[src/rtl/que_fiao_pack.sv]
// Chunk-to-word packer: index-addressed fill buffer feeding a registered output
// word, with selectable chunk order and a flush that emits partial words.

module que_fiao_slot #(
  parameter int W = 8
) (
  input  logic         clk,
  input  logic         rst,
  input  logic         clr,
  input  logic         we,
  input  logic [W-1:0] din,
  output logic [W-1:0] q,
  output logic [W-1:0] d_next
);
  // d_next exposes this cycle's write so a transfer captures the last chunk
  assign d_next = we ? din : q;

  always_ff @(posedge clk) begin
    if (rst || clr) q <= '0;
    else            q <= d_next;
  end
endmodule

module que_fiao_pack #(
  parameter  int ENQ_WIDTH = 32,
  parameter  int CHUNKS    = 12,
  parameter  bit LSB_FIRST = 1'b0,
  localparam int OUT_WIDTH = ENQ_WIDTH * CHUNKS,
  localparam int CNT_W     = $clog2(CHUNKS + 1)
) (
  input  logic                 clk,
  input  logic                 rst,
  input  logic [ENQ_WIDTH-1:0] wdata,
  input  logic                 enque,
  output logic                 full,
  input  logic                 flush,
  output logic [OUT_WIDTH-1:0] rdata,
  output logic [CNT_W-1:0]     rcount,
  output logic                 rvalid,
  input  logic                 deque,
  output logic                 empty
);
  logic [CNT_W-1:0]                    fill_cnt;
  logic                                flush_pend;
  logic [CHUNKS-1:0][ENQ_WIDTH-1:0]    word_next;
  logic                                accept;
  logic [CNT_W-1:0]                    cnt_next;
  logic                                complete;
  logic                                out_free;
  logic                                flush_elig;
  logic                                xfer;

  assign full       = (fill_cnt == CNT_W'(CHUNKS)) || flush_pend;
  assign accept     = enque && !full;
  assign cnt_next   = fill_cnt + CNT_W'(accept);
  assign complete   = (cnt_next == CNT_W'(CHUNKS));
  assign out_free   = !rvalid || deque;
  assign flush_elig = (flush || flush_pend) && (cnt_next != '0);
  assign xfer       = (complete || flush_elig) && out_free;
  assign empty      = !rvalid && (fill_cnt == '0) && !flush_pend;

  // Slot i holds chunk i; its position in the word depends on chunk order
  for (genvar i = 0; i < CHUNKS; i++) begin : g_slot
    localparam int POS = LSB_FIRST ? i : (CHUNKS - 1 - i);
    logic [ENQ_WIDTH-1:0] q;
    que_fiao_slot #(.W(ENQ_WIDTH)) u_slot (
      .clk    (clk),
      .rst    (rst),
      .clr    (xfer),
      .we     (accept && (fill_cnt == CNT_W'(i))),
      .din    (wdata),
      .q      (q),
      .d_next (word_next[POS])
    );
  end

  always_ff @(posedge clk) begin
    if (rst) begin
      fill_cnt   <= '0;
      flush_pend <= 1'b0;
      rdata      <= '0;
      rcount     <= '0;
      rvalid     <= 1'b0;
    end else begin
      if (xfer) begin
        fill_cnt   <= '0;
        flush_pend <= 1'b0;
        rdata      <= word_next;
        rcount     <= cnt_next;
        rvalid     <= 1'b1;
      end else begin
        fill_cnt <= cnt_next;
        // Flush that cannot transfer yet is remembered and blocks enqueues
        if (flush && (cnt_next != '0)) flush_pend <= 1'b1;
        if (deque && rvalid) begin
          rdata  <= '0;
          rcount <= '0;
          rvalid <= 1'b0;
        end
      end
    end
  end
endmodule
[config.mk]
export PLATFORM = sky130hd
export DESIGN_NAME = que_fiao_pack
export DESIGN_NICKNAME = d
export VERILOG_FILES = /design/src/rtl/que_fiao_pack.sv
export SDC_FILE = /design/constraint.sdc
export NUM_CORES = 1
export LEC_CHECK = 0
export CORE_MARGIN = 2
export CORE_UTILIZATION = 55
export CTS_BUF_LIST = sky130_fd_sc_hd__clkbuf_8 sky130_fd_sc_hd__clkbuf_16
export CTS_CLUSTER_SIZE = 40
export DETAILED_ROUTE_END_ITERATION = 10
export PLACE_DENSITY = 0.92
export SYNTH_ARGS = -nofsm -noshare
export SYNTH_HDL_FRONTEND = slang
export SYNTH_HIERARCHICAL = 1
export SYNTH_SLANG_ARGS = --single-unit
[constraint.sdc]
create_clock -name clk -period 5 [get_ports clk]
set_input_delay 0.75 -clock clk [delete_from_list [all_inputs] [get_ports clk]]
set_output_delay 0.75 -clock clk [all_outputs]
set_load 0.02 [all_outputs]
### Word level (Yosys, flattened, before mapping)

Cells that the tools add are included.

* latch bits: 0
* word-level logic and storage cells: 80
* bits in read-only memories: 0
* flip-flop bits (word level): 778
* memories: 0
* bits in writable memories: 0

* reductions and logical operators: 31
* magnitude comparators: 0
* equal/unequal tests: 13
* divide/modulo/power cells: 0
* muxes and demuxes: 18
* multiply operators: 0
* add/subtract/negate cells: 1
* bitwise gates (word level): 0
* shift operators: 0

Operator list (number)
* 384-bit two-way mux: 2
* 32-bit two-way mux: 12
* 4-bit equality test, second input constant: 6
* 1-bit logical AND: 19
* 4-bit by 3-bit equality test with 1-bit output, second input constant: 4
* 4-bit by 2-bit equality test with 1-bit output, second input constant: 2
* 4-bit two-way mux: 2
* 1-bit logical OR: 5
* 4-bit by 1-bit adder with 4-bit output: 1
* 4-bit by 1-bit equality test with 1-bit output, second input constant: 1
* 4-bit logical NOT: 1
* 4-bit nonzero test: 1
* 1-bit logical NOT: 3
* 1-bit two-way mux: 2
* 2-bit nonzero test: 1
* 2-bit OR reduction: 1

### Depth between registers and ports, before layout

Gate-level depths: netlist of the first run.

* depth after elaboration: 10
* mapped depth: 13
* depth with buffers taken out: 11

### Cells and area by module

Netlist of the first run, hierarchy kept.

By module, submodules not included
* que_fiao_slot: times used 12, cells each 104, area each 1465.2 um^2
* que_fiao_pack: times used 1, cells each 969, area each 12796.0 um^2

### Worst setup path before layout of the first run

OpenSTA, ideal clock, no wires.

* kind: in2reg
* start point: in enque
* end point: reg g_slot[0].u_slot.q[11]
* stages on the path: 10
* setup slack: 1.249 ns
* setup time: 0.139 ns
* data arrival time: 3.612 ns
* path through: inv_1 nor2_1 ha_1 ha_1 nor2_1 a21boi_0 a211oi_1 or2_4 clkbuf_1 nor2b_1

* word-level cells in the longest chain between the ends: 7

Ends and longest elaborated chain
* start: declaration: RTL line 34 `input logic enque,`
* 1-bit logical AND (*): RTL line 54 `assign accept = enque && !full;`
* 4-bit by 1-bit adder with 4-bit output (*): RTL line 55 `assign cnt_next = fill_cnt + CNT_W'(accept);`
* via cnt_next[1]: RTL line 47 `logic [CNT_W-1:0] cnt_next;`
* 4-bit nonzero test: RTL line 58 `assign flush_elig = (flush || flush_pend) && (cnt_next != '0);`
* 1-bit logical AND: RTL line 58
* 1-bit logical OR (*): RTL line 59 `assign xfer = (complete || flush_elig) && out_free;`
* 1-bit logical AND (*): RTL line 59
* via xfer: RTL line 51 `logic xfer;`
* 1-bit logical OR (*): RTL line 19 `if (rst || clr) q <= '0;`
* end signal: assignment: RTL line 20 `else q <= d_next;`
* end: declaration: RTL line 12 `output logic [W-1:0] q,`

The timed path passes the listed nets; every way through them passes the cells marked *.
A chain may end at the register's enable or synchronous reset.

### Worst setup path after layout of the first run

* start point: reg fill_cnt[1]
* end point: reg rdata[367]

* word-level cells in the longest chain between the ends: 10

Ends and longest elaborated chain
* start: declaration: RTL line 43 `logic [CNT_W-1:0] fill_cnt;`
* start signal: assignment: RTL line 92 `fill_cnt <= cnt_next;`
* 4-bit equality test: RTL line 53 `assign full = (fill_cnt == CNT_W'(CHUNKS)) || flush_pend;`
* 1-bit logical OR: RTL line 53
* 1-bit logical NOT: RTL line 54
* 1-bit logical AND: RTL line 54
* 4-bit by 1-bit adder with 4-bit output (*): RTL line 55
* via cnt_next[1]: RTL line 47
* 4-bit nonzero test: RTL line 58
* 1-bit logical AND: RTL line 58
* 1-bit logical OR (*): RTL line 59
* 1-bit logical AND (*): RTL line 59
* 384-bit two-way mux or 2-bit nonzero test (tied branches)
* end signal: assignment: RTL line 88 `rdata <= word_next;`
* end: declaration: RTL line 37 `output logic [OUT_WIDTH-1:0] rdata,`

Marks and branches as above.

==> results.md, run 1 <==
* Crit path DAT at 4.35 ns
* Cell area after synthesis at between 30000 and 40000 µm²
* Reg2Reg Launch Point: fill_cnt[1]$_SDFF_PP0_
* Cell variety after synth at 36
* Fmax at 264 MHz
* Max-Cap Viols at 0
* CTS Buffer Depth at 3
* Post-synth EDFFs at 0
* Post-Place Cell Area at between 30000 and 40000 µm²
* Most frequent cells in the layout: dfxtp_1 (778), clkdlybuf4s50_1 (426), a32o_1 (387)
* Routed Antenna Nets at 0
* Crit path time final at 3.79 ns
* Sequential share of power at ~44%
* Tot GR Track Use at about a third
* Peak supply drop at ~0.25 mV
* TritonRoute pass-1 iters at 6
* Initial antenna violation count at 3
* Crit start category: flip-flop
* Post-synth net total at between 2000 and 2500
* Worst Hold End: rdata[267]$_SDFFE_PP0P_
* Area leader, netlist: dfxtp_1
* Internal at between 10 and 15 mW
* I/O Pins at approximately 430
* Hold path cells at 1
* Pwr Density at just under 400 nW/µm²
* FP Rows at between 80 and 90
* Hold Violations, Final at 0
* Initial Util at 55.4%
* Post-CTS Resized at 0
* Post-cts hold buffer count at 0
* Min-delay worst type: flip-flop to flip-flop
* Layout area overhead at 22.6%
* WP data required at approximately 5.6 ns
* Number of remaining DRC errors at 0
* Vias in the first global route at approximately 22000
* Post-Layout Inst Area at about 37000 µm²
* Iter 0 DRT Violations at 2024
* Root Driver: clkbuf_16
* CP Class: flip-flop to flip-flop
* Setup slack, reg-to-reg at approximately 1.2 ns
* YS warnings at 6
* NetSw at slightly below 4 mW
* Clock Latency Late Sink at about 0.63 ns
* TritonCTS clock tree: done
* Routed len/inst at 28.0 µm
* Die Wd at 239 µm
* Clock power frac at about 42%
* Status: finished clean
* Slew margin rel. at approximately 1.8%
* CTS sink cnt at 778
* Setup TNS at 0 ns
* HPWL Detailed at approximately 54000 µm
* Post-synth ARST share at 0%
* Most common cell after layout, fill and taps aside: dfxtp_1
* Max Slew Vio Count at 0
* Pleak at 13.6 nW
* Seq/Total Area, Yosys at between 50% and 60%
* # port buffers at ~430
* Syn_area_per_cell at between 10 and 15 µm²
* # nets final at 2606
* Post-synth top area share at between 50% and 60%
* Crit-path max FO at 55
* R2R Path End: rdata[367]$_SDFFE_PP0P_
* CP endpoint kind: flip-flop
* Largest net degree at the start of global routing at ~150
* Synthesized flop and latch total at 778
* Gate Count Post-Synth at around 2200
* Largest cells by area after synthesis: dfxtp_1 (51%), mux2_4 (18%), a32o_1 (13%)
* Hold path start: rdata[267]$_SDFFE_PP0P_
* Routed WL at between 90000 and 100000 µm
* Clock transition at the registers of the reported paths at 0.07 ns
* Die Y at between 200 and 250 µm
* Layout cell share with drive strength beyond 1 at about a quarter
* First-pass GRT wire length at 137000 µm
* Final setup fails at 0
* Worst clock skew at 0.0191 ns
* Sw Ratio at 27.3%
* Logic pwr share at between 10% and 20%
* Unrepaired setup endpoints after global routing: no
* Slew @ Worst Pin at approximately 1.5 ns
* Final GP Congestion at approximately 0.8
* DR vias at between 20000 and 25000
* Vias per inst at approximately 6.3
* Total setup buffers inserted after CTS at 0
* Primary FF master, synth: dfxtp_1
* Htree depth at 3
* Register-to-Register Path Depth at 12
* TritonCTS Buffers at between 70 and 80
* GRT overflow at 0
* Fin crit share at roughly three quarters
* DIE AREA at between 50000 and 60000 µm²
* Core area at 54900 µm²
## worst max path at each step
| stage | from | cells past startpoint | slack (ns) | endpoint |
|---|---|---|---|---|
| floorplan | enque | 10 | 1.25 | g_slot[0].u_slot/q[11]$_SDFF_PP0_ |
| global route | fill_cnt[1]$_SDFF_PP0_ | 12 | 0.96 | rdata[367]$_SDFFE_PP0P_ |
| CTS | fill_cnt[1]$_SDFF_PP0_ | 12 | 1.29 | g_slot[8].u_slot/q[6]$_SDFF_PP0_ |
| global placement | enque | 10 | 1.05 | rdata[116]$_SDFFE_PP0P_ |
| detailed placement | enque | 11 | 0.90 | g_slot[8].u_slot/q[6]$_SDFF_PP0_ |
| finish | fill_cnt[1]$_SDFF_PP0_ | 12 | 1.21 | rdata[367]$_SDFFE_PP0P_ |
## worst max-delay path: stages, from the launching register on
cell and delay, ns:
dfxtp_1 0.55, nor2_1 0.12, nand3_1 0.12, nand2_1 0.09
nor2_1 0.12, ha_1 0.21, ha_1 0.26, nor2_1 0.24
a21boi_0 0.38, a2111oi_4 0.44, buf_12 0.34, buf_4 0.56
a32o_1 0.25
## registers in the layout, summed over array words and instances, names as in the netlist
name,flops
fill_cnt,4
flush_pend,1
g_slot.u_slot/q,384
rcount,4
rdata,384
rvalid,1
## cell families after synthesis
group / Yosys count / share of synthesized area, %
xor+xnor: 4 / 0.115
compound gates: 399 / 13.1
simple gates: 434 / 11.2
fa+ha+maj: 2 / 0.0824
flops: 778 / 51.3
buf+inv: 216 / 5.53
mux: 384 / 18.7
## cell usage after synthesis, drive strengths merged (5+ instances only)
cell,count
mux2,384
a32o,387
nor3,6
dfxtp,778
nand2,5
nor2b,385
nor2,16
or2,12
clkbuf,83
buf,131
## stage by stage
step	hold slack, ns	worst slack (ns)	total power [mW]	cells	util [%]
6_report	0.495	1.21	14.4	3334	67.8
5_1_grt	0.507	0.965	14.8	3331	67.8
4_1_cts	0.489	1.29	14.4	3330	67.8
3_5_place_dp	0.482	0.903	8.39	3191	62.9
3_3_place_gp	0.470	1.05	8.32	3191	62.9
2_1_floorplan	0.481	1.25	7.85	2217	-
## power by group through the flow
| stage | Sequential, mW | Combinational, mW | Clock, mW |
|---|---|---|---|
| 2_1_floorplan | 6.55 | 1.30 | 0 |
| 3_3_place_gp | 6.51 | 1.81 | 0 |
| 3_5_place_dp | 6.52 | 1.86 | 0 |
| 4_1_cts | 6.39 | 1.89 | 6.12 |
| 5_1_grt | 6.39 | 2.00 | 6.37 |
| 6_report | 6.39 | 1.94 | 6.08 |
## area by class of cell
type / count / area [µm²]
multi-input combinational: 1223 / 13200
antenna: 4 / 10.0
inverter: 2 / 7.51
sequential: 778 / 15600
clock buffer: 97 / 2220
tap: 704 / 881
timing repair buffer: 484 / 4830
clock inverter: 42 / 460
fill: 3430 / 17600
## routing by layer
layer / share of wire (%) / wire [µm] / vias up / track usage (%)
li1: - / - / 8846 / -
met1: 38 / 35800 / 10689 / 38.9
met2: 46 / 43300 / 1251 / 50.6
met3: 8.9 / 8280 / 300 / 7.31
met4: 6.3 / 5870 / 0 / 19.5
met5: 0 / 0 / - / 0
Power figures use the tool's default switching activity.
==> run 2, diff against run 1 <==
- CORE_UTILIZATION: 55 -> 49
- PLACE_DENSITY: 0.92 -> 0.88
- clock period: 5 -> 3.2 ns (I/O delays scaled with it)
==> run 2 against run 1 <==
Worst setup slack got worse by 1.2 ns. Register-to-register slack worse by 1.2 ns. Core utilization shrank 5.7 points. Clock-buffer cell count is 5 lower. Sequential power increased by 56%. Global-route usage shrank 2.9 points. Critical path depth down 1. Largest cell class unchanged. Highest routed layer is now met5.
==> results.md, run 2 (synthesis gave the netlist of run 1 again) <==
* Status: finished clean
* Crit start category: flip-flop
* Most common cell after layout, fill and taps aside: dfxtp_1
* Clock transition at the registers of the reported paths at 0.06 ns (about the same)
* HPWL Detailed at 58400 µm (+8.6%)
* CP Class: flip-flop to flip-flop
* Routed Antenna Nets at 0 (unchanged)
* Unrepaired setup endpoints after global routing: no
* CTS Buffer Depth at 3 (unchanged)
* Vias per inst at 6.07 (-4.0%)
* Post-Place Cell Area at 35600 µm² (+3.0%)
* Initial Util at 49.4% (-5.9 points)
* # port buffers at 427 (unchanged)
* CP endpoint kind: flip-flop
* Crit path DAT at 3.68 ns (-0.67 ns)
* Crit path time final at 3.18 ns (-0.600 ns)
* CTS sink cnt at 778 (unchanged)
* Max Slew Vio Count at 0 (unchanged)
* Tot GR Track Use at 28.7% (-2.9 points)
* Top flop regs: g_slot.u_slot/q x384, rdata x384
* Layout cell share with drive strength beyond 1 at 28.8% (+2.5 points)
* Dpl ws at -0.161 ns (-1.06 ns)
* Post-Layout Inst Area at 38200 µm² (+2.7%)
* Die Y at 253 µm (+5.8%)
* Slew margin rel. at 11.1% (+9.3 points)
* DIE AREA at 64000 µm² (+12%)
* Vias in the first global route at 21363 (-0.78%)
* Pleak at 14.1 nW (+3.3%)
* Fmax at 314 MHz (+19%)
* # nets final at 2676 (+2.7%)
* Hold Violations, Final at 0 (unchanged)
* Max incr delay on CP at 0.50 ns (-0.06 ns)
* Worst clock skew at 0.0314 ns (+0.0123 ns)
* Routed WL at 95400 µm (+2.3%)
* Final WS setup at 0.0150 ns (-1.20 ns)
* Crit-path max FO at 102 (+85%)
* WP data required at 3.70 ns (-1.86 ns)
* Routed len/inst at 27.3 µm (-2.3%)
* Clock Latency Late Sink at 0.63 ns (about the same)
* Initial antenna violation count at 7 (+4)
* Critical path, cell by cell: nand3_1 -> nand2_1 -> nor2_1 -> ha_1 -> ha_1 -> nor2_1 -> buf_4 -> a21o_1 -> a211o_4 -> buf_12 -> a32o_1
* First-pass GRT wire length at 138000 µm (+0.90%)
* Final setup fails at 0 (unchanged)
* Pwr Density at 595 nW/µm² (+54%)
* Worst path slowest cell: dfxtp_1
* FP Rows at 91 (+5.8%)
* Slew @ Worst Pin at 1.33 ns (-0.139 ns)
* TritonCTS Buffers at 78 (unchanged)
* Peak supply drop at 0.396 mV (+61%)
* Htree depth at 3 (unchanged)
* Iter 0 DRT Violations at 2005 (-0.94%)
* Largest net degree at the start of global routing at 152 (-0.65%)
* TritonRoute pass-1 iters at 7 (+1)
* WP buf/inv at 2 (unchanged)
* Fill cells at 4180 (+22%)
* Min-delay worst type: flip-flop to flip-flop
* DR vias at 21206 (+0.57%)
* Die Wd at 253 µm (+5.8%)
* Core area at 61500 µm² (+12%)
* Root Driver: clkbuf_16
* Fin crit share at 99.5% (+24 points)
* GRT overflow at 0 (unchanged)
* Worst hold margin at 0.470 ns (-0.0249 ns)
* CP top delay family: compound AO/OA/AOI/OAI gates
* Number of remaining DRC errors at 0 (unchanged)
* Post-cts hold buffer count at 0 (unchanged)
* Layout area overhead at 25.8%
* Final GP Congestion at 0.862 (+7.3%)
* I/O Pins at 428 (unchanged)
* Most frequent cells in the layout: dfxtp_1 (777), clkdlybuf4s50_1 (417), a32o_1 (387)
* Total power at 22.8 mW (+58%)
* TritonCTS clock tree: done
* Max-Cap Viols at 0 (unchanged)
[run 2: cell count changes in the layout (fill, tap and decap cells not counted), sizes merged, moves of 3 or more]
cell	before	now
buf	58	136
diode	4	1
clkinvlp	1	6
clkdlybuf4s50	426	417
clkinv	14	19
clkbuf	97	93
[run 2: cell type report]
class / instances / area, µm² / area share (%)
sequential: 778 / 15600 / 40.8
multi-input combinational: 1223 / 13200 / 34.6
timing repair buffer: 554 / 5780 / 15.1
clock buffer: 92 / 2140 / 5.61
tap: 790 / 988 / 2.59
clock inverter: 52 / 482 / 1.26
inverter: 2 / 7.51 / 0.0196
antenna: 1 / 2.50 / 0.00655
[run 2: per-layer routing]
layer | routed length, µm | GRT usage, % | up-vias
met5 | 38 | 0 | -
met4 | 7100 | 20.0 | 6
li1 | - | - | 9013
met1 | 36200 | 34.5 | 10599
met3 | 7890 | 5.88 | 363
met2 | 44100 | 46.2 | 1225
[run 2: worst paths after layout]
check | cells past startpoint | startpoint | end | slack [ns]
max | 11 | fill_cnt[3]$_SDFF_PP0_ | rdata[245]$_SDFFE_PP0P_ | 0.02
min | 2 | rcount[3]$_SDFFE_PP0P_ | rcount[3]$_SDFFE_PP0P_ | 0.47
max reg2reg | 11 | fill_cnt[3]$_SDFF_PP0_ | rdata[245]$_SDFFE_PP0P_ | 0.02
min reg2reg | 2 | rcount[3]$_SDFFE_PP0P_ | rcount[3]$_SDFFE_PP0P_ | 0.47
[run 2: stage by stage]
stage                     cells  util (%)  TNS, ns
after detailed placement   3345      57.8   -24.19
after global routing       3491      62.2        0
after floorplan            2217         -        0
after global placement     3345      57.8   -25.44
final                      3492      62.2        0
after CTS                  3489      62.1        0
[run 2: power by group]
| group | total (mW) | internal [mW] | switching, mW |
|---|---|---|---|
| Sequential | 9.97 | 9.87 | 0.0966 |
| Clock | 9.34 | 5.38 | 3.96 |
| Combinational | 3.44 | 1.25 | 2.19 |
| Total | 22.8 | 16.5 | 6.25 |
[run 2: timing repair]
| item | CTS | global route |
|---|---|---|
| setup buffers | 0 | 1 |
| setup endpoints to repair | 0 | 66 |
| gates resized for setup | 0 | 3 |
[run 2: worst min-delay path, cell delays in order (launching register included)]
cell	delay, ns
dfxtp_1	0.31
nand2_1	0.05
o22ai_1	0.06
